### config.mk
export PLATFORM = sky130hd
export DESIGN_NAME = countdown_timer_modulo_k
export DESIGN_NICKNAME = d
export VERILOG_FILES = /design/src/rtl/counter_pkg.sv /design/src/rtl/tick_prescaler.sv /design/src/rtl/countdown_timer_modulo_k.sv
export SDC_FILE = /design/constraint.sdc
export NUM_CORES = 1
export LEC_CHECK = 0
export CAP_MARGIN = 10
export CORE_MARGIN = 2
export CORE_UTILIZATION = 40
export DETAILED_ROUTE_END_ITERATION = 10
export PLACE_DENSITY = 0.71
export SLEW_MARGIN = 10
export SYNTH_ARGS = -nofsm -noshare
export SYNTH_HDL_FRONTEND = slang
export SYNTH_SLANG_ARGS = --single-unit
### constraint.sdc
create_clock -name clk -period 1.9 [get_ports clk]
set_clock_uncertainty 0.2 [all_clocks]
set_input_delay 0.38 -clock clk [delete_from_list [all_inputs] [get_ports clk]]
set_output_delay 0.38 -clock clk [all_outputs]
set_load 0.01 [all_outputs]
### src/rtl/counter_pkg.sv
// Shared definitions for the counter family: the width helper and the countdown FSM states.
package counter_pkg;

   typedef enum logic [1:0] {
      IDLE  = 2'd0,
      RUN   = 2'd1,
      PAUSE = 2'd2
   } state_e;

   // Number of bits needed to hold value; never less than one.
   function automatic int clogb2(input int value);
      int bits;
      int v;
      bits = 0;
      v    = value;
      while (v > 0) begin
         bits = bits + 1;
         v    = v >>> 1;
      end
      if (bits < 1) begin
         bits = 1;
      end
      return bits;
   endfunction

endpackage

### src/rtl/tick_prescaler.sv
// Divides enabled cycles by PRESCALE; tick is high on the last enabled cycle of each group.
module tick_prescaler
   import counter_pkg::*;
#(
   parameter int PRESCALE = 1
) (
   input  logic clk,
   input  logic aclr,
   input  logic clear,
   input  logic count_en,
   output logic tick
);

   localparam int            CW   = clogb2(PRESCALE - 1);
   localparam logic [CW-1:0] LAST = CW'(PRESCALE - 1);
   localparam logic [CW-1:0] ONE  = CW'(1);

   logic [CW-1:0] count_q;
   logic [CW-1:0] count_d;

   // With PRESCALE=1 LAST is zero and count_q never leaves zero, so tick follows count_en.
   assign tick = count_en && (count_q == LAST);

   // Prescaler next-state: clear wins, then wrap on tick, else advance while enabled.
   always_comb begin
      count_d = count_q;
      if (clear) begin
         count_d = {CW{1'b0}};
      end else if (tick) begin
         count_d = {CW{1'b0}};
      end else if (count_en) begin
         count_d = count_q + ONE;
      end else begin
         count_d = count_q;
      end
   end

   // Prescaler count register.
   always_ff @(posedge clk or negedge aclr) begin
      if (!aclr) begin
         count_q <= {CW{1'b0}};
      end else begin
         count_q <= count_d;
      end
   end

endmodule

### src/rtl/countdown_timer_modulo_k.sv
// Loadable prescaled down-counter with one-cycle terminal pulse.
// Define COUNTDOWN_AUTORELOAD_EN to reload the start value on each terminal event.
module countdown_timer_modulo_k
   import counter_pkg::*;
#(
   parameter  int M        = 20,
   parameter  int PRESCALE = 1,
   localparam int N        = clogb2(M - 1)
) (
   input  logic         clk,
   input  logic         aclr,
   input  logic         enable,
   input  logic         load,
   input  logic [N-1:0] load_value,
   output logic [N-1:0] Q,
   output logic         zero,
   output logic         busy
);

   localparam logic [N-1:0] MAX_VAL = N'(M - 1);
   localparam logic [N-1:0] ONE     = N'(1);

   state_e       state_q, state_d;
   logic [N-1:0] q_q, q_d;
   logic         zero_q, zero_d;
   logic         busy_q, busy_d;
   logic [N-1:0] start_s;
   logic         tick_s;
`ifdef COUNTDOWN_AUTORELOAD_EN
   logic [N-1:0] reload_q, reload_d;
`endif

   assign start_s = (load_value > MAX_VAL) ? MAX_VAL : load_value;

   tick_prescaler #(
      .PRESCALE (PRESCALE)
   ) u_prescaler (
      .clk      (clk),
      .aclr     (aclr),
      .clear    (load),
      .count_en ((state_q == RUN) && enable),
      .tick     (tick_s)
   );

   // FSM next-state, count and pulse logic; load overrides everything else.
   always_comb begin
      state_d = state_q;
      q_d     = q_q;
      zero_d  = 1'b0;
`ifdef COUNTDOWN_AUTORELOAD_EN
      reload_d = reload_q;
`endif
      if (load) begin
         q_d     = start_s;
         state_d = (start_s != {N{1'b0}}) ? RUN : IDLE;
`ifdef COUNTDOWN_AUTORELOAD_EN
         reload_d = start_s;
`endif
      end else begin
         case (state_q)
            IDLE: begin
               state_d = IDLE;
            end
            RUN: begin
               if (!enable) begin
                  state_d = PAUSE;
               end else if (tick_s) begin
                  // Q==0 cannot be reached in RUN; treating it as terminal stops any underflow.
                  if (q_q > ONE) begin
                     q_d = q_q - ONE;
                  end else begin
                     zero_d = 1'b1;
`ifdef COUNTDOWN_AUTORELOAD_EN
                     q_d     = reload_q;
                     state_d = RUN;
`else
                     q_d     = {N{1'b0}};
                     state_d = IDLE;
`endif
                  end
               end else begin
                  state_d = RUN;
               end
            end
            PAUSE: begin
               if (enable) begin
                  state_d = RUN;
               end else begin
                  state_d = PAUSE;
               end
            end
            default: begin
               state_d = IDLE;
            end
         endcase
      end
      busy_d = (state_d != IDLE);
   end

   // State and output registers.
   always_ff @(posedge clk or negedge aclr) begin
      if (!aclr) begin
         state_q <= IDLE;
         q_q     <= {N{1'b0}};
         zero_q  <= 1'b0;
         busy_q  <= 1'b0;
      end else begin
         state_q <= state_d;
         q_q     <= q_d;
         zero_q  <= zero_d;
         busy_q  <= busy_d;
      end
   end

`ifdef COUNTDOWN_AUTORELOAD_EN
   // Reload register holding the last loaded start value.
   always_ff @(posedge clk or negedge aclr) begin
      if (!aclr) begin
         reload_q <= {N{1'b0}};
      end else begin
         reload_q <= reload_d;
      end
   end
`endif

   assign Q    = q_q;
   assign zero = zero_q;
   assign busy = busy_q;

endmodule

==> metrics.md <==
| Metric | Value |
|---|---|
| Switching Share | `0.2880` |
| Worst-path cell chain | `clkdlybuf4s50_1` |
| Detailed-route wire length per cell | `between 10 and 15 um` |
| Number of global-route vias before repair | `~500` |
| Final setup violation count | `0` |
| Levels on crit path | `1` |
| Gate count after technology mapping | `64` |
| Starting density of the core | `0.4244` |
| Final Wtd Congestion | `0.8108` |
| Worst Tran Pin Value | `approximately 470 ps` |
| Cell family with most CP delay | `buffers and inverters` |
| Vias | `around 570` |
| Number of cell instances on the worst register-to-register path | `5` |
| FP Rows | `14` |
| All-layer global routing usage | `0.1540` |
| Number of I/O pins | `16` |
| Number of buffers inserted by post-CTS setup repair | `0` |
| Power per Cell Area | `roughly 680 mW/mm^2` |
| Ranking of synthesized cells by instance count | `sky130_fd_sc_hd__dfrtp_1 (10), sky130_fd_sc_hd__inv_1 (7), sky130_fd_sc_hd__nor2_1 (6)` |
| Worst-path clk slew | `~80 ps` |
| Syn Std Cell Area | `approximately 630 sq um` |
| Int Power | `about 430 uW` |
| Detailed router's first-iteration violation count | `12` |
| Buffering stage count on the worst path with inverters included | `1` |
| H-Tree Depth | `1` |
| Gr ovfl total | `0` |
| Largest net degree at the start of global routing | `11` |
| Post-route fraction of the period consumed by the critical path | `0.9770` |
| Width of the die | `around 44 um` |
| Number of enable-type register cells in the synthesized netlist | `0` |
| Clock share of power | `0.317` |
| Tightest Hold Check Type | `input port to async pin` |
| Share of total power in combinational logic | `0.260` |
| Number of nets in the final layout | `just over 100` |
| Worst path required time | `about 1300 ps` |
| Fraction of layout instances using a drive strength above 1 | `0.2584` |
| Maximum clock rate | `between 0.5 and 0.6 GHz` |
| Async S/R FF share, synth | `1.000` |
| Cell type with the highest aggregate area in the netlist | `sky130_fd_sc_hd__dfrtp_1` |
| DRC viols | `0` |
| Max Root-Sink Buffers | `2` |
| Status | `completed` |
| Largest fanout on the critical path | `6` |
| Finished Cell Area | `roughly 890 sq um` |
| Slowest-stage cell, CP | `sky130_fd_sc_hd__clkdlybuf4s50_1` |
| Ranking of synthesized cells by area | `sky130_fd_sc_hd__dfrtp_1 (40%), sky130_fd_sc_hd__ha_1 (7.9%), sky130_fd_sc_hd__inv_1 (4.2%)` |
| Routed via count divided by cell count | `around 5.4` |
| Total power after layout | `slightly above 600 uW` |
| First-pass GRT wire length | `roughly 2.1 mm` |
| Final worst setup slack | `~44 ps` |
| Area fraction of the dominant cell type after synthesis | `0.3960` |
| Most used standard cell by instance count after synthesis | `sky130_fd_sc_hd__dfrtp_1` |
| Cell count after placement | `101` |
| Number of slew-limit violations in the final report | `0` |
| Total clock buffers created by CTS | `3` |
| #FFs+latches synth | `10` |
| Register share of total power | `0.423` |
| Setup CP Type | `register to output port` |
| Dominant synthesized flop cell | `sky130_fd_sc_hd__dfrtp_1` |
| Arrival time of the worst setup path | `between 1000 and 1500 ps` |
| Maximum Capacitance Violations | `0` |
| Synthesis warning total | `0` |
| Final Routed Wirelength | `~1.3 mm` |
| Peak supply drop | `0.0004727 V` |
| Largest incremental delay on the critical path | `560 ps` |
| Synthesized area per cell | `slightly below 10 sq um` |
| Final worst path period need | `approximately 1900 ps` |
| Clock latency on the worst-skew pair | `270 ps` |
| Relative slew margins | `0.6879` |
| Lkg Pwr | `between 0.3 and 0.4 nW` |
| Antenna Cells | `0` |
| Port bufs | `15` |
| Net count after synthesis | `77` |
| Net switching component of the power | `approximately 180 uW` |
| Post-placement worst setup slack | `-51.04 ps` |
| Clock root buffer | `sky130_fd_sc_hd__clkbuf_4` |
| Floorplan Core Area | `~0.0015 sq mm` |
| Core utilization of the finished layout | `0.5992` |
| Die boundary height | `~44 um` |
| Pre-Repair DR Iteration Count | `4` |
| Post-DP Area | `roughly 850 sq um` |
| HPWL after DPL | `slightly above 1 mm` |
| Clock sink total | `10` |
| Element type at the critical path end | `output port` |
| Die area | `roughly 0.0019 sq mm` |
| Post-detailed-route count of antenna-violating nets | `0` |
| Share of synthesized area occupied by flip-flops and latches | `0.3960` |
| Setup repair after global routing missed its margin | `no` |
| TritonCTS clock tree | `yes` |
| Initial antenna violation count | `0` |
| Final hold violations | `0` |
| Post-Layout Cell Count | `105` |
| Area growth, synth to finish | `41.19%` |
| Number of distinct library cell variants in the gate-level netlist after synthesis | `27` |
| Sort of element at the start of the critical path | `register` |
## placed cells by master, fill, tap and decap left out
cell                              netlist  layout
sky130_fd_sc_hd__nor4_2                 2       2
sky130_fd_sc_hd__inv_1                  7       7
sky130_fd_sc_hd__ha_1                   4       4
sky130_fd_sc_hd__nor2b_1                1       1
sky130_fd_sc_hd__a2bb2oi_1              1       1
sky130_fd_sc_hd__clkbuf_4               0       3
sky130_fd_sc_hd__nor3_4                 1       1
sky130_fd_sc_hd__buf_4                  0       7
sky130_fd_sc_hd__o211ai_1               1       1
sky130_fd_sc_hd__nand3b_4               1       1
sky130_fd_sc_hd__o21ai_1                5       5
sky130_fd_sc_hd__nor3_1                 1       1
sky130_fd_sc_hd__dfrtp_1               10       5
sky130_fd_sc_hd__a21oi_1                4       4
sky130_fd_sc_hd__clkbuf_8               0       1
sky130_fd_sc_hd__nand3b_1               1       1
sky130_fd_sc_hd__nand2_1                3       3
sky130_fd_sc_hd__nor2_1                 6       6
sky130_fd_sc_hd__a211oi_1               3       3
sky130_fd_sc_hd__a211oi_2               1       1
sky130_fd_sc_hd__mux2i_1                2       2
sky130_fd_sc_hd__and3_1                 1       1
sky130_fd_sc_hd__a221oi_1               1       1
sky130_fd_sc_hd__o21bai_2               1       1
sky130_fd_sc_hd__a22oi_1                2       2
sky130_fd_sc_hd__or4_1                  1       1
sky130_fd_sc_hd__dfrtp_2                0       5
sky130_fd_sc_hd__o21a_1                 1       1
sky130_fd_sc_hd__clkdlybuf4s50_1        0      15
sky130_fd_sc_hd__nand2_2                1       1
sky130_fd_sc_hd__and2b_1                1       1
## metal layers
| layer | wire (um) | global-route usage |
|---|---|---|
| met5 | 0 | 0 |
| met4 | 19 | 0.09091 |
| met3 | 58 | 0.02500 |
| met2 | 622 | 0.2588 |
| met1 | 553 | 0.1832 |
## layout make-up
| class | count | area (sq um) |
|---|---|---|
| clock buffers | 4 | 36.28 |
| well taps | 16 | 20.02 |
| inverters | 7 | 26.28 |
| multi-input cells | 46 | 350.3 |
| fillers | 136 | 596.8 |
| repair buffers | 22 | 202.7 |
| flip-flops and latches | 10 | 256.5 |
## per-stage QoR
stage	TNS [ps]	hold slack, ps
final	0	229.1
after global routing	0	258.3
after CTS	0	245.3
after detailed placement	-70.01	366.6
after global placement	-12.37	356.4
after floorplan	0	-115.6
## kinds of logic (layout without fill, tap and decap cells)
logic type | after synthesis | in the layout | share of synthesized area
adder cells (fa/ha/maj) | 4 | 4 | 0.07921
AO/OA/AOI/OAI | 20 | 20 | 0.2198
buffers and inverters | 8 | 33 | 0.04950
flip-flops | 10 | 10 | 0.3960
multiplexers | 2 | 2 | 0.03168
AND/OR/NAND/NOR | 20 | 20 | 0.2238
## repair_timing
action,4_1_cts,5_1_grt
resized for setup,2,3
hold buffers,0,0
endpoints found under the setup margin,2,3
## sequential cells by signal, indices dropped and copies added (netlist names)
| signal | cells |
|---|---|
| u_prescaler.count_q | 1 |
| busy | 1 |
| zero | 1 |
| state_q | 2 |
| Q | 5 |
## power by group through the flow
stage	Clock [mW]	Sequential, mW	Combinational [mW]
after floorplan	0	0.262	0.0766
after global placement	0	0.258	0.158
after detailed placement	0	0.259	0.159
after CTS	0.198	0.256	0.160
after global routing	0.213	0.261	0.176
final	0.193	0.258	0.159
## final timing paths
path                       slack, ps             endpoint                start
setup / recovery                  40                 Q[2]                 Q[2]
hold / removal                   230                 Q[3]                 aclr
setup reg to reg                 210                 busy                 Q[0]
hold reg to reg                  390  u_prescaler.count_q  u_prescaler.count_q
max in group asynchronous        920                 Q[1]                 aclr
min in group clk                 390  u_prescaler.count_q  u_prescaler.count_q
(Power assumes the default switching activity.)
==> RTL change 1 (same settings) <==
Register the output `Q` once more, cleared by the reset; this adds one clock of latency there. The other outputs are not delayed to match.
--- a/src/rtl/countdown_timer_modulo_k.sv
+++ b/src/rtl/countdown_timer_modulo_k.sv
@@ -125,3 +125,9 @@
 
-   assign Q    = q_q;
+   always_ff @(posedge clk or negedge aclr) begin
+      if (!aclr) begin
+         Q <= '0;
+      end else begin
+         Q <= q_q;
+      end
+   end
    assign zero = zero_q;
Function: changed (a bounded check fails within 4 cycles, from zero or initial values).
==> RTL change 1 against the unedited design <==
Register-to-register slack lost 0.27 ns. Total power grew 17%. Worst hold slack lost 0.026 ns. The flow now finishes with violations (setup timing). Routed wire length grew 26%. Sequential cell count grew 5. Synthesized area grew 16%. First-iteration DRC count grew 42%. Worst setup slack lost 0.10 ns. Final area grew 21%. Non-clock buffer count grew 9.
==> RTL change 1: results <==
[routing]
drcViolationCount = 0
wire_per_inst_um = 12.3
first_iter_violations = 17
vias = 659
vias_per_cell = 5.15

[critical_path]
cp_data_arrival_time_ns = 1.97
critPathMaxFanout = 4

[placed_design]
dp.cells = 121
hpwl_mm = 1.21
gp_congestion = 0.836
port_buffers = 15

[yosys]
synth_cell_types = 26
syn_area_per_cell_um2 = 10.6
async_flop_share_pct = 100
synth_nets = 82
ys_seq_area_share_pct = 51.1
synth_warnings = 0
synth_most_common_cell = dfrtp_1
netlist_top_cells_count = 15 x dfrtp_1, 9 x nor2_1, 6 x inv_1, 4 x a211oi_1, 4 x ha_1
synth_area_leaders = dfrtp_1 51%, ha_1 6.8%, nor2_1 4.6%

[cells_and_area]
n_fill_cell = 151
layout-drive-gt1-share_pct = 24.3
largestRegisters = Q x5, q_q x5, state_q x2

[global_routing]
grt_pass1_vias = 599
grt_max_degree = 16
grt_use_total_pct = 16.4
grt_pass1_wl_mm = 2.47

[sta]
setup_violations = 1
setup_ws_ns = -0.0591
tightest_slew_ns = 0.289

[run_status]
violations = setup timing
status = finished, violations left

[pwr]
peakVddDrop_uv = 420
leakage_nw = 0.485

[clocking]
cts_max_path_buffers = 2
cts_root_buf = clkbuf_4
clk_pin_slew_worst_paths_ns = 0.09
clk_latency_ns = 0.27
==> RTL change 1: report_power, final <==
part,leakage (nW),switching [W],internal (W)
combinational,0.288,0.0000749,0.0000948
clock,0.0150,0.0000948,0.0000812
sequential,0.182,0.0000207,0.000346
==> RTL change 1: routing by layer <==
layer  up-vias  GRT usage (%)  wire length [µm]  share of wire, %
met5         -              0                 0                 0
met4         0           10.6                40               2.5
met2        21           26.3               834                53
li1        317              -                 -                 -
met3         4           2.69                63               4.0
met1       317           20.2               640                41
==> RTL change 1: final timing paths <==
check	startpoint	endpoint	slack (ns)	depth (start not counted)
hold reg to reg	q_q[3]	Q[3]	0.26	0
hold / removal	aclr	busy	0.20	2
max in group asynchronous	aclr	q_q[1]	1.13	2
setup / recovery	state_q[1]	q_q[3]	-0.06	6
min in group clk	q_q[3]	Q[3]	0.26	0
setup reg to reg	state_q[1]	q_q[3]	-0.06	6
==> RTL change 1: area by class of cell <==
class / instances / area (µm²) / share of cell area, %
sequential: 15 / 375 / 34.9
multi-input combinational: 47 / 352 / 32.7
clock buffer: 4 / 26.3 / 2.44
tap: 25 / 31.3 / 2.91
inverter: 6 / 22.5 / 2.09
timing repair buffer: 31 / 269 / 25.0
==> RTL change 1: per-stage QoR <==
stage                      TNS, ns  area, µm²  utilization, %  hold WS [ns]  setup slack [ns]
after floorplan           -0.00436        747               -        -0.116          -0.00436
after global placement       -1.04       1020            59.0         0.233            -0.340
after detailed placement     -1.13       1020            59.0         0.241            -0.365
after CTS                  -0.0382       1060            61.5         0.204           -0.0257
after global routing        -0.215       1080            62.3         0.215            -0.116
final                      -0.0591       1080            62.3         0.204           -0.0591
==> RTL change 1: worst max-delay path, stage by stage (launching register included) <==
cell and delay (ns):
dfrtp_1 0.40, inv_2 0.08, ha_4 0.14, nand3b_4 0.08, or4_4 0.42, or4b_1 0.48, nand3_1 0.10
==> RTL change 1: what timing repair did <==
action	in CTS	in global routing
endpoints found under the hold margin	0	0
buffers inserted	2	1
resized for setup	2	2
setup endpoints to repair	2	3
gates cloned	0	0
==> RTL change 1: cells by family after synthesis <==
logic type               after synthesis  synth area share (%)
adder cells (fa/ha/maj)                4                  6.81
flip-flops                            15                  51.1
AND/OR/NAND/NOR                       27                  23.2
buffers and inverters                  7                  4.09
AO/OA/AOI/OAI                         16                  14.8
==> RTL change 2 (same flow settings) <==
Without the edit above. Build with the macro `COUNTDOWN_AUTORELOAD_EN` defined.
--- a/src/rtl/countdown_timer_modulo_k.sv
+++ b/src/rtl/countdown_timer_modulo_k.sv
@@ -2,2 +2,4 @@
 // Define COUNTDOWN_AUTORELOAD_EN to reload the start value on each terminal event.
+`define COUNTDOWN_AUTORELOAD_EN
+
 module countdown_timer_modulo_k
Behaviour: not the same (a bounded check fails within 4 cycles, from zero or initial values).
==> RTL change 2 against the unedited design <==
Sequential cell count rose by 5. Total power rose by 35%. Synthesized area rose by 37%. Non-clock buffer count rose by 4. Highest routed layer unchanged. Worst setup slack improved by 0.021 ns. Final area rose by 30%. Routed wire length rose by 45%. Sequential power rose by 45%. Via count rose by 29%. Sequential share of layout area rose by 3.9 points.
==> RTL change 2: results <==
[critical_path]
r2r_slack_ns = 0.09
crit_slowest_cell = clkdlybuf4s50_1
critPathMaxFanout = 4
rr_endpoint = Q[4]
crit_path_end = Q[4]
cp_data_arrival_time_ns = 1.26
reg2reg_depth = 7
crit_start = Q[4]

[clocking]
clk_latency_ns = 0.28
cts_buffers = 3
cts_resized = 3

[placed_design]
hpwl_mm = 1.37
port_buffers = 15
gp_congestion = 0.802
place_area_um2 = 1100
dp_slack_ns = -0.195
dp.cells = 135

[global_routing]
grtUsageMet1_pct = 19.7
grt_max_degree = 16
grt_use_met3_pct = 1.79
grt_use_total_pct = 15.9
grt_pass1_vias = 697
grt_use_met2_pct = 25.9
antenna_found_initial = 0
grt_pass1_wl_mm = 2.99

[yosys]
synthAdderAreaFrac_pct = 5.76
synth_nets = 100
netlist_top_cells_count = 15 x dfrtp_1, 9 x inv_1, 8 x nor2_1, 6 x o21ai_0, 5 x nand2_1
ys_seq_area_share_pct = 43.2
synth-xor-area-share_pct = 2.02
synth_cell_types = 35
synth_compound_gate_area_share_pct = 21.8
muxShareOfSynthArea_pct = 2.45
synth_warnings = 0
synth_cells = 87
synth_area_leaders = dfrtp_1 43%, ha_1 5.8%, inv_1 3.9%

[sta]
maxSlewHeadroom_pct = 76.2
setup_ws_ns = 0.0649
hold_ws_ns = 0.201

[routing]
drtPass1Iterations = 4
wl_met3_um = 63
vias = 733
drt_wl_total_mm = 1.82
met1Wirelength_um = 863
wl_met2_um = 840
wire_per_inst_um = 12.9

[pwr]
leakage_nw = 0.527
peakVddDrop_uv = 352

[cells_and_area]
n_fill_cell = 180
final_nets = 128
layout-drive-gt1-share_pct = 21.9
antenna_cells = 0

[hold_path]
min_path_type = input pin to async pin

[run_status]
status = finished, final reports clean
## RTL change 2: cell count changes in the layout (fill, tap and decap cells not counted), sizes merged, moves of 3 or more
cell and change:
dfrtp +5, buf +4, o31ai +4, a21oi -3, clkdlybuf4s50 -3
## RTL change 2: where the power goes
part           leakage, nW  internal, W  switching, W  total (W)
registers            0.181     0.000349     0.0000260   0.000375
clock network       0.0150    0.0000816      0.000107   0.000189
logic                0.331     0.000130      0.000129   0.000260
## RTL change 2: cell families after synthesis
group | after synthesis
compound gates | 24
xor+xnor | 2
fa+ha+maj | 4
buf+inv | 12
flops | 15
mux | 2
simple gates | 28
## RTL change 2: final cells by class
type,instances,area (µm²),area share [%]
Timing Repair Buffer,26,236,20.4
Clock buffer,4,26.3,2.27
Inverter,9,33.8,2.91
Tap cell,27,33.8,2.91
Multi-Input combinational cell,60,450,38.8
Sequential cell,15,379,32.7
